===== src/rtl/mlp_seq_core.sv =====
// Time-multiplexed two-layer perceptron: one shared signed MAC walks the hidden layer, then the output layer.
// Define MLP_RELU_EN to apply ReLU to the saturated hidden activations (identity otherwise).
module mlp_seq_core #(
    parameter int N_IN  = 4,
    parameter int N_HID = 8,
    parameter int X_W   = 4,
    parameter int W_W   = 5,
    parameter int H_W   = 10,
    parameter int OUT_W = H_W + W_W + $clog2(N_HID),
    parameter int A_W   = $clog2(N_HID * N_IN + N_HID)
) (
    input  logic                    clk_i,
    input  logic                    rst_i,
    input  logic                    wr_en_i,
    input  logic [A_W-1:0]          wr_addr_i,
    input  logic [W_W-1:0]          wr_data_i,
    input  logic                    start_i,
    input  logic [N_IN*X_W-1:0]     x_i,
    output logic                    busy_o,
    output logic                    done_o,
    output logic signed [OUT_W-1:0] y_o,
    output logic [1:0]              state_o
);

    localparam int N_W   = N_IN * N_HID + N_HID;
    localparam int IW    = (N_IN > 1) ? $clog2(N_IN) : 1;
    localparam int JW    = (N_HID > 1) ? $clog2(N_HID) : 1;
    localparam int P_W   = X_W + 1 + W_W;
    localparam int ACC_W = P_W + $clog2(N_IN) + 1;
    localparam int Q_W   = H_W + W_W;
    localparam longint H_MAX = (longint'(1) <<< (H_W - 1)) - 1;
    localparam longint H_MIN = -(longint'(1) <<< (H_W - 1));

    typedef enum logic [1:0] {
        S_IDLE = 2'd0,
        S_HID  = 2'd1,
        S_OUT  = 2'd2,
        S_DONE = 2'd3
    } state_t;

    state_t state, state_nx;

    logic signed [W_W-1:0]   w_mem [N_W];
    logic signed [H_W-1:0]   h_mem [N_HID];
    logic [N_IN*X_W-1:0]     x_reg;
    logic [IW-1:0]           cnt_i;
    logic [JW-1:0]           cnt_j;
    logic [A_W-1:0]          rd_addr;
    logic signed [ACC_W-1:0] acc, acc_sum;
    logic signed [OUT_W-1:0] yacc, yacc_sum;
    logic signed [P_W-1:0]   prod_h;
    logic signed [Q_W-1:0]   prod_o;
    logic signed [W_W-1:0]   w_rd;
    logic [X_W-1:0]          x_sel;
    logic                    last_i, last_j;

    function automatic logic signed [H_W-1:0] sat_h(input logic signed [ACC_W-1:0] a);
        longint v;
        v = longint'(a);
        if (v > H_MAX) v = H_MAX;
        if (v < H_MIN) v = H_MIN;
        return H_W'(v);
    endfunction

    function automatic logic signed [H_W-1:0] act_h(input logic signed [H_W-1:0] a);
`ifdef MLP_RELU_EN
        return a[H_W-1] ? '0 : a;
`else
        return a;
`endif
    endfunction

    // The read address simply counts through the weight map: hidden weights first, then v[0..N_HID-1].
    always_comb begin
        last_i   = (cnt_i == IW'(N_IN - 1));
        last_j   = (cnt_j == JW'(N_HID - 1));
        w_rd     = w_mem[rd_addr];
        x_sel    = x_reg[cnt_i*X_W +: X_W];
        prod_h   = $signed({1'b0, x_sel}) * w_rd;
        acc_sum  = ACC_W'(prod_h);
        if (cnt_i != '0) acc_sum = acc + ACC_W'(prod_h);
        prod_o   = h_mem[cnt_j] * w_rd;
        yacc_sum = OUT_W'(prod_o);
        if (cnt_j != '0) yacc_sum = yacc + OUT_W'(prod_o);
    end

    always_ff @(posedge clk_i) begin
        if (!rst_i) state <= S_IDLE;
        else        state <= state_nx;
    end

    always_comb begin
        state_nx = state;
        case (state)
            S_IDLE: if (start_i) state_nx = S_HID;
            S_HID:  if (last_i && last_j) state_nx = S_OUT;
            S_OUT:  if (last_j) state_nx = S_DONE;
            S_DONE: state_nx = S_IDLE;
            default: state_nx = S_IDLE;
        endcase
    end

    always_comb begin
        busy_o  = (state == S_HID) || (state == S_OUT);
        done_o  = (state == S_DONE);
        state_o = state;
    end

    always_ff @(posedge clk_i) begin
        if (!rst_i) begin
            for (int k = 0; k < N_W; k++) w_mem[k] <= '0;
            for (int k = 0; k < N_HID; k++) h_mem[k] <= '0;
            x_reg   <= '0;
            cnt_i   <= '0;
            cnt_j   <= '0;
            rd_addr <= '0;
            acc     <= '0;
            yacc    <= '0;
            y_o     <= '0;
        end else begin
            if (wr_en_i && !busy_o && (int'(wr_addr_i) < N_W))
                w_mem[wr_addr_i] <= wr_data_i;
            case (state)
                S_IDLE: begin
                    if (start_i) begin
                        x_reg   <= x_i;
                        cnt_i   <= '0;
                        cnt_j   <= '0;
                        rd_addr <= '0;
                    end
                end
                S_HID: begin
                    acc     <= acc_sum;
                    rd_addr <= rd_addr + 1'b1;
                    if (last_i) begin
                        cnt_i        <= '0;
                        h_mem[cnt_j] <= act_h(sat_h(acc_sum));
                        cnt_j        <= last_j ? '0 : cnt_j + 1'b1;
                    end else begin
                        cnt_i <= cnt_i + 1'b1;
                    end
                end
                S_OUT: begin
                    yacc    <= yacc_sum;
                    rd_addr <= rd_addr + 1'b1;
                    cnt_j   <= last_j ? '0 : cnt_j + 1'b1;
                    // Result is published on entry to DONE so it is valid while done_o is high.
                    if (last_j) y_o <= yacc_sum;
                end
                default: ;
            endcase
        end
    end

endmodule


===== config.mk =====
export PLATFORM = sky130hd
export DESIGN_NAME = mlp_seq_core
export DESIGN_NICKNAME = d
export VERILOG_FILES = /design/src/rtl/mlp_seq_core.sv
export SDC_FILE = /design/constraint.sdc
export NUM_CORES = 1
export LEC_CHECK = 0
export CAP_MARGIN = 30
export CORE_MARGIN = 5
export CORE_UTILIZATION = 50
export DETAILED_ROUTE_END_ITERATION = 7
export PLACE_DENSITY = 0.68
export SETUP_SLACK_MARGIN = 0.15
export SYNTH_ARGS = -nofsm -noshare
export SYNTH_HDL_FRONTEND = slang
export SYNTH_SLANG_ARGS = --single-unit

===== constraint.sdc =====
create_clock -name clk_i -period 10 [get_ports clk_i]
set_input_delay 1.5 -clock clk_i [delete_from_list [all_inputs] [get_ports clk_i]]
set_output_delay 1.5 -clock clk_i [all_outputs]
set_load 0.1 [all_outputs]

* After elaboration in Yosys (flattened, before gate mapping)
Memory sizes are Yosys's and may differ from the RTL's. A register that Yosys moved wholly into a read port is not among the register bits.
Cells that the tools add are included.
** Storage, ports and cells
- Bits of input ports :: 31
- Register bits after elaboration :: 78
- Logic and storage cells :: 91
- Memories kept :: 2
- RAM bits :: 280
- Output and inout port bits :: 22
** Cells by class
- Multiplexer cells :: 41
- Multipliers :: 2
- Add/sub/neg operators :: 5
- Equality and inequality tests :: 9
- Magnitude comparators :: 3
- Reductions and logical operators :: 20
- Shift-type cells :: 1
** Memories
- w_mem :: depth 40, bits a word 5, rd ports 1, clocked after memory_dff 1, write ports 40, RTL line 43 : logic signed [W_W-1:0] w_mem [N_W];
- h_mem :: depth 8, bits a word 10, rd ports 1, clocked after memory_dff 1, write ports 8, RTL line 44 : logic signed [H_W-1:0] h_mem [N_HID];
** Operator list (count)
- $mux W64 :: 4
- $lt A64 B10 Y1 const B :: 1
- $mux W10 :: 5
- $mux W6 :: 4
- $add A18 B15 Y18 :: 1
- $mux W18 :: 1
- $mux W3 :: 6
- $shiftx A16 B5 Y4 :: 1
- $mul A10 B5 Y15 :: 1
- $add A13 B10 Y13 :: 1
- $gt A13 B10 Y1 const B :: 1
- $mux W13 :: 1
- $pmux W6 S2 :: 1
- $mul A5 B5 Y10 :: 1
- $mux W1 :: 10
- $mux W2 :: 5
- $reduce_or A10 Y1 :: 1
- $pmux W3 S3 :: 1
- $ne A2 B2 Y1 const B :: 4
- $pmux W2 S4 :: 1
- $reduce_and A2 Y1 :: 4
- $add A6 B1 Y6 const B :: 1
- $eq A2 B2 Y1 const B :: 3
- $lt A6 B6 Y1 const B :: 1
- 15 further kinds :: 21

* Logic depth before layout (Yosys ltp)
Gate-level depths: netlist of the first run.
- Word-level depth :: 15
- Gate-level depth with buffers :: 33
- Gate-level depth less buffers :: 27

* Worst setup path before layout of the first run
OpenSTA, ideal clock, no wires.
- Path type :: flip-flop to flip-flop
- Start :: register (tool-made name)
- End :: memory h_mem[0][2], data pin
- Path slack :: 2288 ps
- Cell stages (with the launch flop) :: 29
- Library setup time :: 154 ps
- Data required time :: 9846 ps
- Data arrival time :: 7558 ps
- Path buffers :: 6
- Clock period less this slack :: 7712 ps
- Cell sequence :: dfxtp_1 buf_4 buf_6 buf_2 buf_2 mux4_1 mux4_2 mux4_2 buf_6 nand2_2 fa_1 fa_1 fa_1 inv_1 fa_1 a211oi_1 o21bai_1 a21oi_1 xnor2_1 ha_1 clkbuf_1 and4_1 a211oi_1 xnor2_1 o21ai_0 a21o_1 o32ai_2 nand2_1 o21ai_0
** RTL lines (RTL line)
- to (decl) :: 44

==> run_results.csv, run 1 <==
group,metric,value,unit
logic_synthesis,synth_seq_cells,487,
global_routing,grt_max_degree,80,
setup_path,r2r_end,"h_mem[3][6]",
sta,skew,0.0300,ns
power,p_clk_share,26.6,%
floorplan,rows,81,
setup_path,critPathMaxStageDelay,0.74,ns
logic_synthesis,synth_flop_cell,"edfxtp_1",
clock_tree,ctsHtreeMaxLevel,2,
setup_path,arrival,9.65,ns
global_routing,grt-ovfl-total,0,
sta,fin_crit,9.23,ns
sta,final-hold-violation-count,0,
power,power.leakage,10.6,nW
global_routing,grt_use_total,20.7,%
power,max-vdd-ir-drop,0.162,mV
setup_path,reg2reg_depth,23,
logic_synthesis,synth_top_area_cell,"edfxtp_1",
sta,timing.final.crit_share,92.3,%
global_routing,grt_pass1_vias,15653,
power,seq_power_share,32.3,%
logic_synthesis,syn_avg_cell_area,13.0,sq um
sta,setup_tns,0,ns
setup_path,worstSetupStartpointType,"flip-flop",
flow_run,maxCapViolCount,0,
clock_tree,root_buffer,"clkbuf_16",
floorplan,start_util,50.7,%
floorplan,core,0.0492,sq mm
place,hpwlAfterDp,38.4,mm
clock_tree,cts-resized-gates,0,
floorplan,die_h,233,microns
setup_path,path_buf_inv,2,
floorplan,dieArea,0.0544,sq mm
setup_path,path_cells,"buf_4, mux4_1, mux4_2, mux4_2, nand2_2, fa_1, fa_1, fa_1, inv_1, fa_1, a211oi_1, o21bai_1, a21oi_1, xnor2_1, ha_1, a21o_1, a21oi_1, mux2_2, nor2_1, a21oi_1, xnor2_2, nand3_1, o21ai_0",
drt,post_drt_via_cell_ratio,5.65,
floorplan,ios,53,
logic_synthesis,syn_area,0.0249,sq mm
final_layout,largest_reg_flops,320,
power,cellInternalPower,4.91,mW
final_layout,largest-register,"w_mem",
setup_path,criticalPathCategory,"reg2reg",
final_layout,drive_gt1_share,12.5,%
setup_path,worstPathRequired,10.41,ns
floorplan,dieWidth,233,microns
hold_path,holdPathStages,2,
logic_synthesis,synthArstFlopShare,0,%
drt,drt_iter0_drc,1365,
setup_path,crit_fanout,28,
drt,drc,0,
final_layout,num_antenna_cells,0,
logic_synthesis,yosysSeqAreaShare,55.2,%
clock_tree,cts_tree,"done",
logic_synthesis,syn_inst,1914,
power,p_sw_share,36.2,%
logic_synthesis,synth_area_leaders,"edfxtp_1 (48%), mux4_2 (10%), dfxtp_1 (7.0%), and2_1 (5.3%), ha_1 (4.3%)",
drt,routed_wl,55.5,mm
status,run_status,"finished clean",
logic_synthesis,synth_edf_count,400,
final_layout,syn2layout_area_growth,13.7,%
sta,fmax,0.108,GHz
global_routing,grt_antenna_before_repair,0,
sta,slew_headroom,33.2,%
global_routing,grt_pass1_wl,87.6,mm
final_layout,top_regs,"w_mem x320, h_mem x80",
drt,vias,15631,
power,powerDensity,271,mW/mm^2
setup_path,rrSetupSlack,0.77,ns
drt,postRouteAntennaNets,0,
place,place_congestion,0.866,
clock_tree,clk_latency,0.60,ns
sta,rsz0062_at_grt,"no",
clock_tree,clockBufferDepth,3,
setup_path,cp_common_cell,"fa_1",
logic_synthesis,synth_cell_types,63,
sta,worst_slew_pin_slew,0.998,ns
hold_path,min_path_type,"reg2reg",
drt,drt_first_pass_iters,6,
place,portBuffers,52,
final_layout,num-nets-final,2218,
clock_tree,clkSinkCount,487,
setup_path,critPathCaptureType,"flip-flop",
clock_tree,clk_pin_slew,0.06,ns
drt,wl_per_cell,20.1,microns
clock_tree,cts_hold_buf,0,
power,p_sw,2.78,mW
sta,drv_slew,0,
setup_path,critPathSlowestCell,"xnor2_2",
clock_tree,post_cts_buffers,0,
clock_tree,cts_made_buffers,51,
power,p_comb_share,41.1,%
logic_synthesis,synth_top_area_share,48.2,%
sta,setup_viol,0,
hold_path,worstHoldEndpoint,"x_reg[8]",
hold_path,hp-start,"x_reg[8]",
final_layout,fin_util,57.7,%
logic_synthesis,yosys_warnings,0,
setup_path,cp_top_family,"adder cells",
[layer usage]
| metal | global-route usage, % | wire length (microns) | vias up | share of wire [%] |
|---|---|---|---|---|
| met5 | 0 | 0 | - | 0 |
| met4 | 6.18 | 1510 | 0 | 2.7 |
| met3 | 3.29 | 3680 | 100 | 6.6 |
| met2 | 35.5 | 27300 | 511 | 49 |
| met1 | 27.6 | 23000 | 7779 | 41 |
| li1 | - | - | 7241 | - |
[worst reg2reg max path, cell delays in order (launching register included)]
cell      delay (ns)
dfxtp_4         0.73
buf_4           0.35
mux4_1          0.58
mux4_2          0.51
mux4_2          0.73
nand2_2         0.16
fa_1            0.43
fa_1            0.52
fa_1            0.55
inv_1           0.07
fa_1            0.48
a211oi_1        0.33
o21bai_1        0.13
a21oi_1         0.18
xnor2_1         0.41
ha_1            0.45
a21o_1          0.20
a21oi_1         0.21
mux2_2          0.37
nor2_1          0.17
a21oi_1         0.13
xnor2_2         0.74
nand3_1         0.45
o21ai_0         0.20
[power by group through the flow]
stage | clock network (mW) | logic [mW] | registers [mW]
after global routing | 2.17 | 3.49 | 2.51
after global placement | 0 | 3.05 | 2.52
final | 2.05 | 3.16 | 2.49
after detailed placement | 0 | 3.14 | 2.53
after floorplan | 0 | 2.42 | 2.46
after CTS | 2.08 | 3.16 | 2.49
[stage by stage]
step / cells / setup slack, ns / hold slack [ns] / cell area [sq um] / power (mW)
after floorplan: 2033 / 2.29 / 0.433 / 25400 / 4.88
after global placement: 2663 / 1.01 / 0.439 / 26400 / 5.57
after detailed placement: 2670 / 0.791 / 0.447 / 26500 / 5.67
after CTS: 2765 / 0.768 / 0.457 / 28300 / 7.73
after global routing: 2767 / 0.276 / 0.477 / 28300 / 8.17
final: 2767 / 0.767 / 0.454 / 28300 / 7.69
[logic make-up after synthesis]
family | share of synthesized area (%)
AND/OR/NAND/NOR | 12.1
multiplexers | 12.8
other | 0.0150
buffers and inverters | 3.12
flip-flops | 55.2
adder cells (fa/ha/maj) | 7.56
XOR/XNOR | 1.46
AO/OA/AOI/OAI | 7.77
[synth_stat cells (10+ instances only)]
library cell	number
nand2_1	105
fa_1	41
a21o_1	12
nand3_1	26
a21oi_1	70
inv_1	73
a211oi_1	36
mux2i_1	23
xor2_1	13
edfxtp_1	400
a31oi_1	12
buf_1	12
ha_1	85
buf_2	10
dfxtp_1	87
clkbuf_1	75
and2_1	210
nor2_1	145
o21ai_1	14
nand2b_1	28
mux4_2	116
nor3_1	10
xnor2_1	24
o21a_1	10
nor2b_1	16
o21ai_0	162
[worst max-delay path by stage]
stage	startpoint	to	slack [ns]	cells after the start
after global placement	flip-flop	h_mem[2][4]	1.01	23
final	flip-flop	h_mem[3][6]	0.77	23
after floorplan	flip-flop	h_mem[0][2]	2.29	28
after CTS	flip-flop	h_mem[3][5]	0.77	23
after global routing	flip-flop	h_mem[3][6]	0.28	23
after detailed placement	flip-flop	h_mem[3][5]	0.79	23
[final cells by class]
type                       instances  area [sq um]
tap                              664           831
clock buffer                      63          1380
inverter                          74           278
clock inverter                    32           438
sequential                       487         13800
timing repair buffer              82           813
fill                            3961         20800
multi-input combinational       1365         10800
[cells in the final DEF, fill, tap and decap left out, drive strengths merged, types with 63 or more instances in the layout]
cell type and instances:
edfxtp 400, a21oi 70, dfxtp 87, ha 85, mux4 125, inv 75
clkbuf 63, nand2 114, conb 120, and2 210, nor2 145, o21ai 177
No activity file was read; power rests on OpenSTA's default activity.
==> inputs of run 2 (changes only) <==
Settings changed: CAP_MARGIN 30 to not set.
==> run 2 against run 1 <==
Register-to-register slack worse by 0.02 ns. Sequential power about the same. Core utilization down 0.29 points. Hold slack better by 0.0028 ns. Die area unchanged. Non-clock buffer count down 9. Global-route usage down 0.057 points. Critical endpoint is now h_mem[2][5].
==> run_results.csv, run 2 (same netlist as run 1, synthesis figures left out) <==
group,metric,value,unit
status,run_status,"finished clean",
place,dp_cells,2663,
sta,drv_slew,0,
global_routing,grt_pass1_vias,15611,
final_layout,layout_common_cells,"edfxtp_1 (400), and2_1 (210), o21ai_0 (162)",
clock_tree,cts-resized-gates,0,
setup_path,critPathCaptureType,"flip-flop",
setup_path,criticalPathCategory,"reg2reg",
clock_tree,clockBufferDepth,3,
drt,routed_wl,55.5,mm
floorplan,start_util,50.7,%
final_layout,syn2layout_area_growth,13.2,%
drt,drt_first_pass_iters,6,
final_layout,largest_reg_flops,320,
clock_tree,clk_pin_slew,0.06,ns
clock_tree,clkSinkCount,487,
drt,post_drt_via_cell_ratio,5.64,
global_routing,grt_antenna_before_repair,0,
drt,postRouteAntennaNets,0,
setup_path,crit_fanout,28,
floorplan,dieWidth,233,microns
clock_tree,post_cts_buffers,0,
global_routing,grt_pass1_wl,87.5,mm
drt,met1_length,22.8,mm
final_layout,top_regs,"w_mem x320, h_mem x80",
place,placed_cell_area,0.0264,sq mm
drt,vias,15568,
drt,wl_met2,27.1,mm
place,place_ws,0.828,ns
power,power.leakage,10.5,nW
global_routing,grt-ovfl-total,0,
drt,drc,0,
clock_tree,ctsHtreeMaxLevel,2,
clock_tree,cts_hold_buf,0,
drt,met3_length,3.99,mm
power,powerDensity,271,mW/mm^2
drt,top_layer,"met4",
sta,timing.final.crit_share,92.5,%
sta,setup_tns,0,ns
clock_tree,root_buffer,"clkbuf_16",
setup_path,worstPathRequired,10.42,ns
floorplan,die_h,233,microns
sta,fmax,0.108,GHz
hold_path,min_path_type,"reg2reg",
sta,worst_slew_pin_slew,1.25,ns
flow_run,maxCapViolCount,0,
sta,setup_viol,0,
place,hpwlAfterDp,37.7,mm
final_layout,largest-register,"w_mem",
sta,skew,0.0256,ns
final_layout,drive_gt1_share,12.3,%
final_layout,multi_input_area,0.0108,sq mm
place,portBuffers,52,
sta,final-hold-violation-count,0,
setup_path,arrival,9.68,ns
sta,setup_slack,0.745,ns
final_layout,fin_area,0.0282,sq mm
final_layout,fill_cells,3945,
drt,drt_iter0_drc,1399,
power,max-vdd-ir-drop,0.145,mV
setup_path,worstSetupStartpointType,"flip-flop",
final_layout,num-nets-final,2210,
floorplan,core,0.0492,sq mm
floorplan,dieArea,0.0544,sq mm
final_layout,layout_commonest_cell,"edfxtp_1",
clock_tree,cts_tree,"done",
sta,rsz0062_at_grt,"no",
global_routing,grt_use_total,20.7,%
floorplan,rows,81,
global_routing,grt_max_degree,80,
final_layout,num_antenna_cells,0,
drt,wl_per_cell,20.1,microns
sta,slew_headroom,16.4,%
floorplan,ios,53,
clock_tree,clk_latency,0.61,ns
sta,fin_crit,9.25,ns
final_layout,instances_no_fill,2761,
final_layout,seq_area,0.0138,sq mm
place,place_congestion,0.866,
clock_tree,cts_made_buffers,52,
==> run 2: cell types whose count changed in the layout (fill, tap and decap cells not counted), sizes merged <==
cell      before  now
buf           36   27
clkbuf        63   66
bufinv        10    8
inv           75   77
clkinv        17   16
clkinvlp       4    5
==> run 2: final cells by class <==
cell class              count  share of cell area (%)
multi-input cells        1365                    38.4
flip-flops and latches    487                    48.8
clock buffers              66                    5.05
inverters                  74                   0.985
clock inverters            32                    1.44
well taps                 664                    2.95
repair buffers             73                    2.34
==> run 2: path summary, 6_finish.rpt <==
check	startpoint	to	slack, ns	depth (start not counted)
setup / recovery	flip-flop	h_mem[2][5]	0.75	23
hold reg to reg	x_reg[9]	x_reg[9]	0.46	2
hold / removal	x_reg[9]	x_reg[9]	0.46	2
setup reg to reg	flip-flop	h_mem[2][5]	0.75	23
==> run 2: where the power goes <==
part	switching [mW]	internal, mW
logic	1.83	1.29
clock network	0.814	1.22
registers	0.135	2.35
==> run 2: metrics by stage <==
stage / hold WS, ns / util (%) / power [mW]
3_3_place_gp: 0.439 / 53.7 / 5.57
5_1_grt: 0.477 / 57.4 / 8.14
2_1_floorplan: 0.433 / - / 4.88
3_5_place_dp: 0.447 / 53.7 / 5.64
6_report: 0.457 / 57.4 / 7.65
4_1_cts: 0.458 / 57.4 / 7.70
==> run 2: layer usage <==
metal | up-vias | track usage (%)
li1 | 7233 | -
met5 | - | 0
met4 | 0 | 5.85
met1 | 7702 | 27.6
met3 | 94 | 3.63
met2 | 539 | 35.1
==> run 2: critical path: stages (launching register included) <==
cell and delay [ns]:
dfxtp_4 0.71, buf_4 0.35, mux4_1 0.58, mux4_2 0.50, mux4_2 0.73, nand2_2 0.15, fa_1 0.44, fa_1 0.52
fa_1 0.55, inv_1 0.07, fa_1 0.47, a211oi_1 0.32, o21bai_1 0.13, a21oi_1 0.18, xnor2_1 0.43, ha_1 0.46
a21o_1 0.20, a21oi_1 0.21, mux2_2 0.37, nor2_1 0.16, a21oi_1 0.13, xnor2_2 0.78, nand3_1 0.43, o21ai_0 0.20
==> inputs of run 3 (changes only) <==
Settings changed: CORE_MARGIN 5 to not set, CORE_UTILIZATION 50 to 55, HOLD_SLACK_MARGIN set to 0.03, PLACE_DENSITY 0.68 to 0.74.
==> run 3 against run 2 <==
Sequential share of layout area increased by 0.65 points. Critical path depth is the same. Die area fell by 15%. Core utilization is 5.3 points higher. Final cell count shrank 2.9%. Wire length down 3.8%. Combinational power down 1%. Register-to-register slack improved by 0.15 ns. Clock skew is 0.0045 ns lower. Clock power down 12%. Hold slack lost 0.0024 ns. Critical endpoint is now h_mem[5][3].
==> run_results.csv, run 3 (same netlist as run 1, synthesis figures left out) <==
group,metric,value,unit
setup_path,critPathCaptureType,"flip-flop",
place,portBuffers,52,
setup_path,crit_fanout,48,
sta,setup_tns,0,ns
global_routing,grt-ovfl-total,0,
final_layout,instances_no_fill,2680,
status,run_status,"finished clean",
final_layout,fin_area,0.0278,sq mm
clock_tree,cts_tree,"done",
final_layout,num-nets-final,2205,
clock_tree,clkSinkCount,487,
place,place_ws,0.967,ns
floorplan,die_h,215,microns
place,place_congestion,0.879,
sta,timing.final.crit_share,91.1,%
drt,vias,15513,
global_routing,grt_use_total,23.6,%
clock_tree,cts-resized-gates,0,
drt,post_drt_via_cell_ratio,5.79,
final_layout,largest_reg_flops,320,
drt,postRouteAntennaNets,0,
setup_path,worstSetupStartpointType,"flip-flop",
drt,drt_first_pass_iters,7,
power,power.leakage,10.4,nW
drt,drc,0,
sta,fmax,0.110,GHz
setup_path,arrival,9.52,ns
clock_tree,clk_pin_slew,0.06,ns
setup_path,worstPathRequired,10.41,ns
global_routing,grt_pass1_wl,85.2,mm
place,placed_cell_area,0.0262,sq mm
sta,skew,0.0212,ns
floorplan,start_util,56.1,%
power,max-vdd-ir-drop,0.231,mV
flow_run,maxCapViolCount,0,
place,dp_cells,2586,
place,hpwlAfterDp,36.4,mm
sta,slew_headroom,14.9,%
power,powerDensity,264,mW/mm^2
global_routing,grt_antenna_before_repair,1,
global_routing,grt_max_degree,81,
drt,drt_iter0_drc,1277,
clock_tree,clk_latency,0.61,ns
floorplan,rows,77,
clock_tree,post_cts_buffers,0,
sta,fin_crit,9.11,ns
drt,wl_per_cell,19.9,microns
drt,routed_wl,53.3,mm
floorplan,ios,53,
floorplan,dieArea,0.0462,sq mm
sta,drv_slew,0,
sta,final-hold-violation-count,0,
global_routing,grt_pass1_vias,15642,
floorplan,core,0.0444,sq mm
final_layout,syn2layout_area_growth,11.7,%
final_layout,layout_common_cells,"edfxtp_1 (400), and2_1 (210), o21ai_0 (162)",
clock_tree,root_buffer,"clkbuf_16",
clock_tree,ctsHtreeMaxLevel,2,
sta,worst_slew_pin_slew,1.28,ns
sta,setup_viol,0,
clock_tree,cts_made_buffers,52,
setup_path,criticalPathCategory,"reg2reg",
sta,rsz0062_at_grt,"no",
final_layout,drive_gt1_share,11.4,%
hold_path,min_path_type,"reg2reg",
floorplan,dieWidth,215,microns
final_layout,layout_commonest_cell,"edfxtp_1",
final_layout,top_regs,"w_mem x320, h_mem x80",
clock_tree,clockBufferDepth,3,
sta,setup_slack,0.895,ns
final_layout,largest-register,"w_mem",
clock_tree,cts_hold_buf,0,
final_layout,num_antenna_cells,0,
power,fin_total_pwr,7.36,mW
## run 3: cell types whose count changed in the layout (fill, tap and decap cells not counted), moves of 4 or more
cell       previous run  this run
clkinv_1              5        12
clkbuf_8              5         0
clkinv_2              8        12
buf_4                20        15
bufinv_16             8         2
## run 3: path summary, 6_finish.rpt
check	startpoint	to	slack, ns	cells after the start
worst min register to register	x_reg[9]	x_reg[9]	0.45	2
worst min-delay path	x_reg[9]	x_reg[9]	0.45	2
worst max-delay path	flip-flop	h_mem[5][3]	0.89	23
worst max register to register	flip-flop	h_mem[5][3]	0.89	23
## run 3: critical path, stage by stage (launching register included)
cell      delay [ns]
dfxtp_4         0.48
buf_12          0.37
mux4_1          0.60
mux4_2          0.51
mux4_2          0.73
nand2_2         0.15
fa_1            0.42
fa_1            0.52
fa_1            0.54
inv_1           0.07
fa_1            0.47
a211oi_1        0.33
o21bai_1        0.12
a21oi_1         0.18
xnor2_1         0.42
ha_1            0.45
a21o_1          0.21
a21oi_1         0.22
mux2_2          0.36
nor2_1          0.17
a21oi_1         0.13
xnor2_2         0.74
nand3_1         0.44
o21ai_0         0.22
## run 3: per-layer routing
metal,vias up,GRT usage (%),wire (microns)
li1,7216,-,-
met1,7635,31.2,21800
met2,561,39.5,26000
met3,99,4.22,3960
met4,2,8.00,1530
met5,-,0,12
## run 3: layout make-up
cell class                      instances  area, sq um
Fill cell                            3328        16600
Sequential cell                       487        13800
Multi-Input combinational cell       1365        10800
Clock buffer                           62         1340
Tap cell                              592          741
Timing Repair Buffer                   68          623
Inverter                               74          278
Clock inverter                         32          248
## run 3: where the power goes
part	total, mW	switching (mW)	internal [mW]
combinational	3.08	1.81	1.27
clock	1.80	0.793	1.01
sequential	2.47	0.117	2.35
total	7.36	2.72	4.63
## run 3: stage by stage
step	utilization [%]	hold WS, ns
after floorplan	-	0.433
after global placement	59.1	0.440
after detailed placement	59.1	0.447
after CTS	62.7	0.456
after global routing	62.7	0.475
final	62.7	0.455
==> variant: new RTL, config.mk and constraints of run 1 <==
Register the output `y_o` once more, without a reset; this adds one clock of latency there. The other outputs are not delayed to match.
--- a/src/rtl/mlp_seq_core.sv
+++ b/src/rtl/mlp_seq_core.sv
@@ -37,6 +37,8 @@
         S_OUT  = 2'd2,
         S_DONE = 2'd3
     } state_t;
+
+    logic signed [OUT_W-1:0] y_s0;
 
     state_t state, state_nx;
 
@@ -116,7 +118,7 @@
             rd_addr <= '0;
             acc     <= '0;
             yacc    <= '0;
-            y_o     <= '0;
+            y_s0    <= '0;
         end else begin
             if (wr_en_i && !busy_o && (int'(wr_addr_i) < N_W))
                 w_mem[wr_addr_i] <= wr_data_i;
@@ -145,12 +147,16 @@
                     rd_addr <= rd_addr + 1'b1;
                     cnt_j   <= last_j ? '0 : cnt_j + 1'b1;
                     // Result is published on entry to DONE so it is valid while done_o is high.
-                    if (last_j) y_o <= yacc_sum;
+                    if (last_j) y_s0 <= yacc_sum;
                 end
                 default: ;
             endcase
         end
     end
 
+    always_ff @(posedge clk_i) begin
+        y_o <= y_s0;
+    end
+
 endmodule
 
Check against the original RTL: same outputs for any inputs over 4 cycles, from zero or initial values and one cycle with rst_i low; that may be too few to reach the edited logic, so the function may still have changed.
==> variant against run 1 <==
Design area increased by 1.0%. Routed wire length shrank 2.3%. Worst hold slack worse by 110 ps. Sequential cell count grew 18. Combinational power shrank 11%. Final cell count hardly changed. Setup slack improved by 450 ps. Utilization fell by 0.46 points. Synthesized area up 1.5%. Synthesized cell count down 0.26%. Highest routed layer unchanged. Total power decreased by 6.1%.
==> variant: results (changes against run 1) <==
CTS Buf Count=53 (+3.9%); top post-synthesis cells by count=400 x edfxtp_1, 207 x and2_1, 187 x nor2_1, 127 x mux4_2, 105 x dfxtp_1; ant diodes=0 (unchanged); DRT Pass-1 Iters=5 (-1); dpl cell area=27000 µm² (+1.9%); largest net degree at the start of global routing=57 (-29%); synth top area cells=edfxtp_1 47%, mux4_2 11%, dfxtp_1 8.3%; Final Wtd Congestion=0.848 (-2.1%); Worst Skew=18.8 ps (-11.2 ps); Slowest-stage cell, CP=dfxtp_4; mux share of post-synthesis cell area=0.126 (-0.00238); leakage power=10.6 nW (+0.79%); CP max FO=25 (-11%); post-synthesis sequential area ratio=0.558 (+0.00592); outcome=finished, final reports clean; WL met1=22800 µm (-1.2%); Compound-Gate Fraction of Synth Area=0.0769 (-0.000775); CP arrival=9110 ps (-540 ps); vias=15.5k (-1.1%); DR WL met2=26800 µm (-1.8%); NumNets Final=2210 (-0.36%); initial drt markers=1155 (-15%); Reg2Reg Depth=22 (-4.3%); layout cells sized above 1=0.131 (+0.00567); DR top layer=met4; final wirelength=54200 µm (-2.3%); Worst Hold Path Cells=0 (-2); XOR/XNOR Fraction of Synth Area=0.0139 (-0.000664); Global Route Usage Sum=0.194 (-0.0138); Peak supply drop=0.000159 V (-1.7%); final-layout fill cell count=4090 (+3.3%); library cells used by synthesis=73 (+16%); Crit path largest cell delay=670 ps (-70 ps); Clock Sinks=505 (+3.7%); Max-slew headroom=0.327 (-0.00513); fraction of the mapped netlist area in adder cells=0.0745 (-0.00114)
-- variant: path summary, 6_finish.rpt --
check                              from                   endpoint  slack, ps
hold / removal    y_s0[10]$_SDFFE_PN0P_            y_o[10]$_DFF_P_        350
setup / recovery              flip-flop  h_mem[7][6]$_SDFFCE_PN0P_       1220
setup reg to reg              flip-flop  h_mem[7][6]$_SDFFCE_PN0P_       1220
hold reg to reg   y_s0[10]$_SDFFE_PN0P_            y_o[10]$_DFF_P_        350
-- variant: cell type report --
| class | count | area, µm² | share of cell area |
|---|---|---|---|
| inverters | 79 | 297 | 0.0104 |
| flip-flops and latches | 505 | 14100 | 0.493 |
| clock buffers | 68 | 1420 | 0.0497 |
| repair buffers | 80 | 836 | 0.0292 |
| well taps | 672 | 841 | 0.0294 |
| clock inverters | 30 | 236 | 0.00826 |
| multi-input cells | 1334 | 10900 | 0.380 |
-- variant: routing by layer --
| metal | up-vias | global-route usage |
|---|---|---|
| met3 | 97 | 0.0300 |
| li1 | 7190 | - |
| met4 | 0 | 0.0651 |
| met1 | 7739 | 0.256 |
| met5 | - | 0 |
| met2 | 436 | 0.330 |
-- variant: kinds of logic after synthesis --
| group | count (synthesis) |
|---|---|
| xor+xnor | 38 |
| flops | 505 |
| compound gates | 282 |
| simple gates | 610 |
| buf+inv | 189 |
| fa+ha+maj | 126 |
| other cells | 1 |
| mux | 158 |
-- variant: where the power goes --
group          switching (mW)  internal, mW  leakage (nW)
clock                   0.819          1.06         0.802
sequential              0.122          2.42          4.92
combinational            1.64          1.16          4.91
total                    2.58          4.63          10.6
-- variant: per-stage QoR --
step / util / cells / hold slack [ps] / worst slack, ps / power, mW
after floorplan: - / 2028 / 326 / 1980 / 4.76
after CTS: 0.572 / 2768 / 349 / 1180 / 7.27
final: 0.572 / 2768 / 349 / 1220 / 7.22
after detailed placement: 0.539 / 2670 / 335 / 1210 / 5.38
after global routing: 0.572 / 2768 / 359 / 739 / 7.65
after global placement: 0.536 / 2663 / 333 / 1430 / 5.30
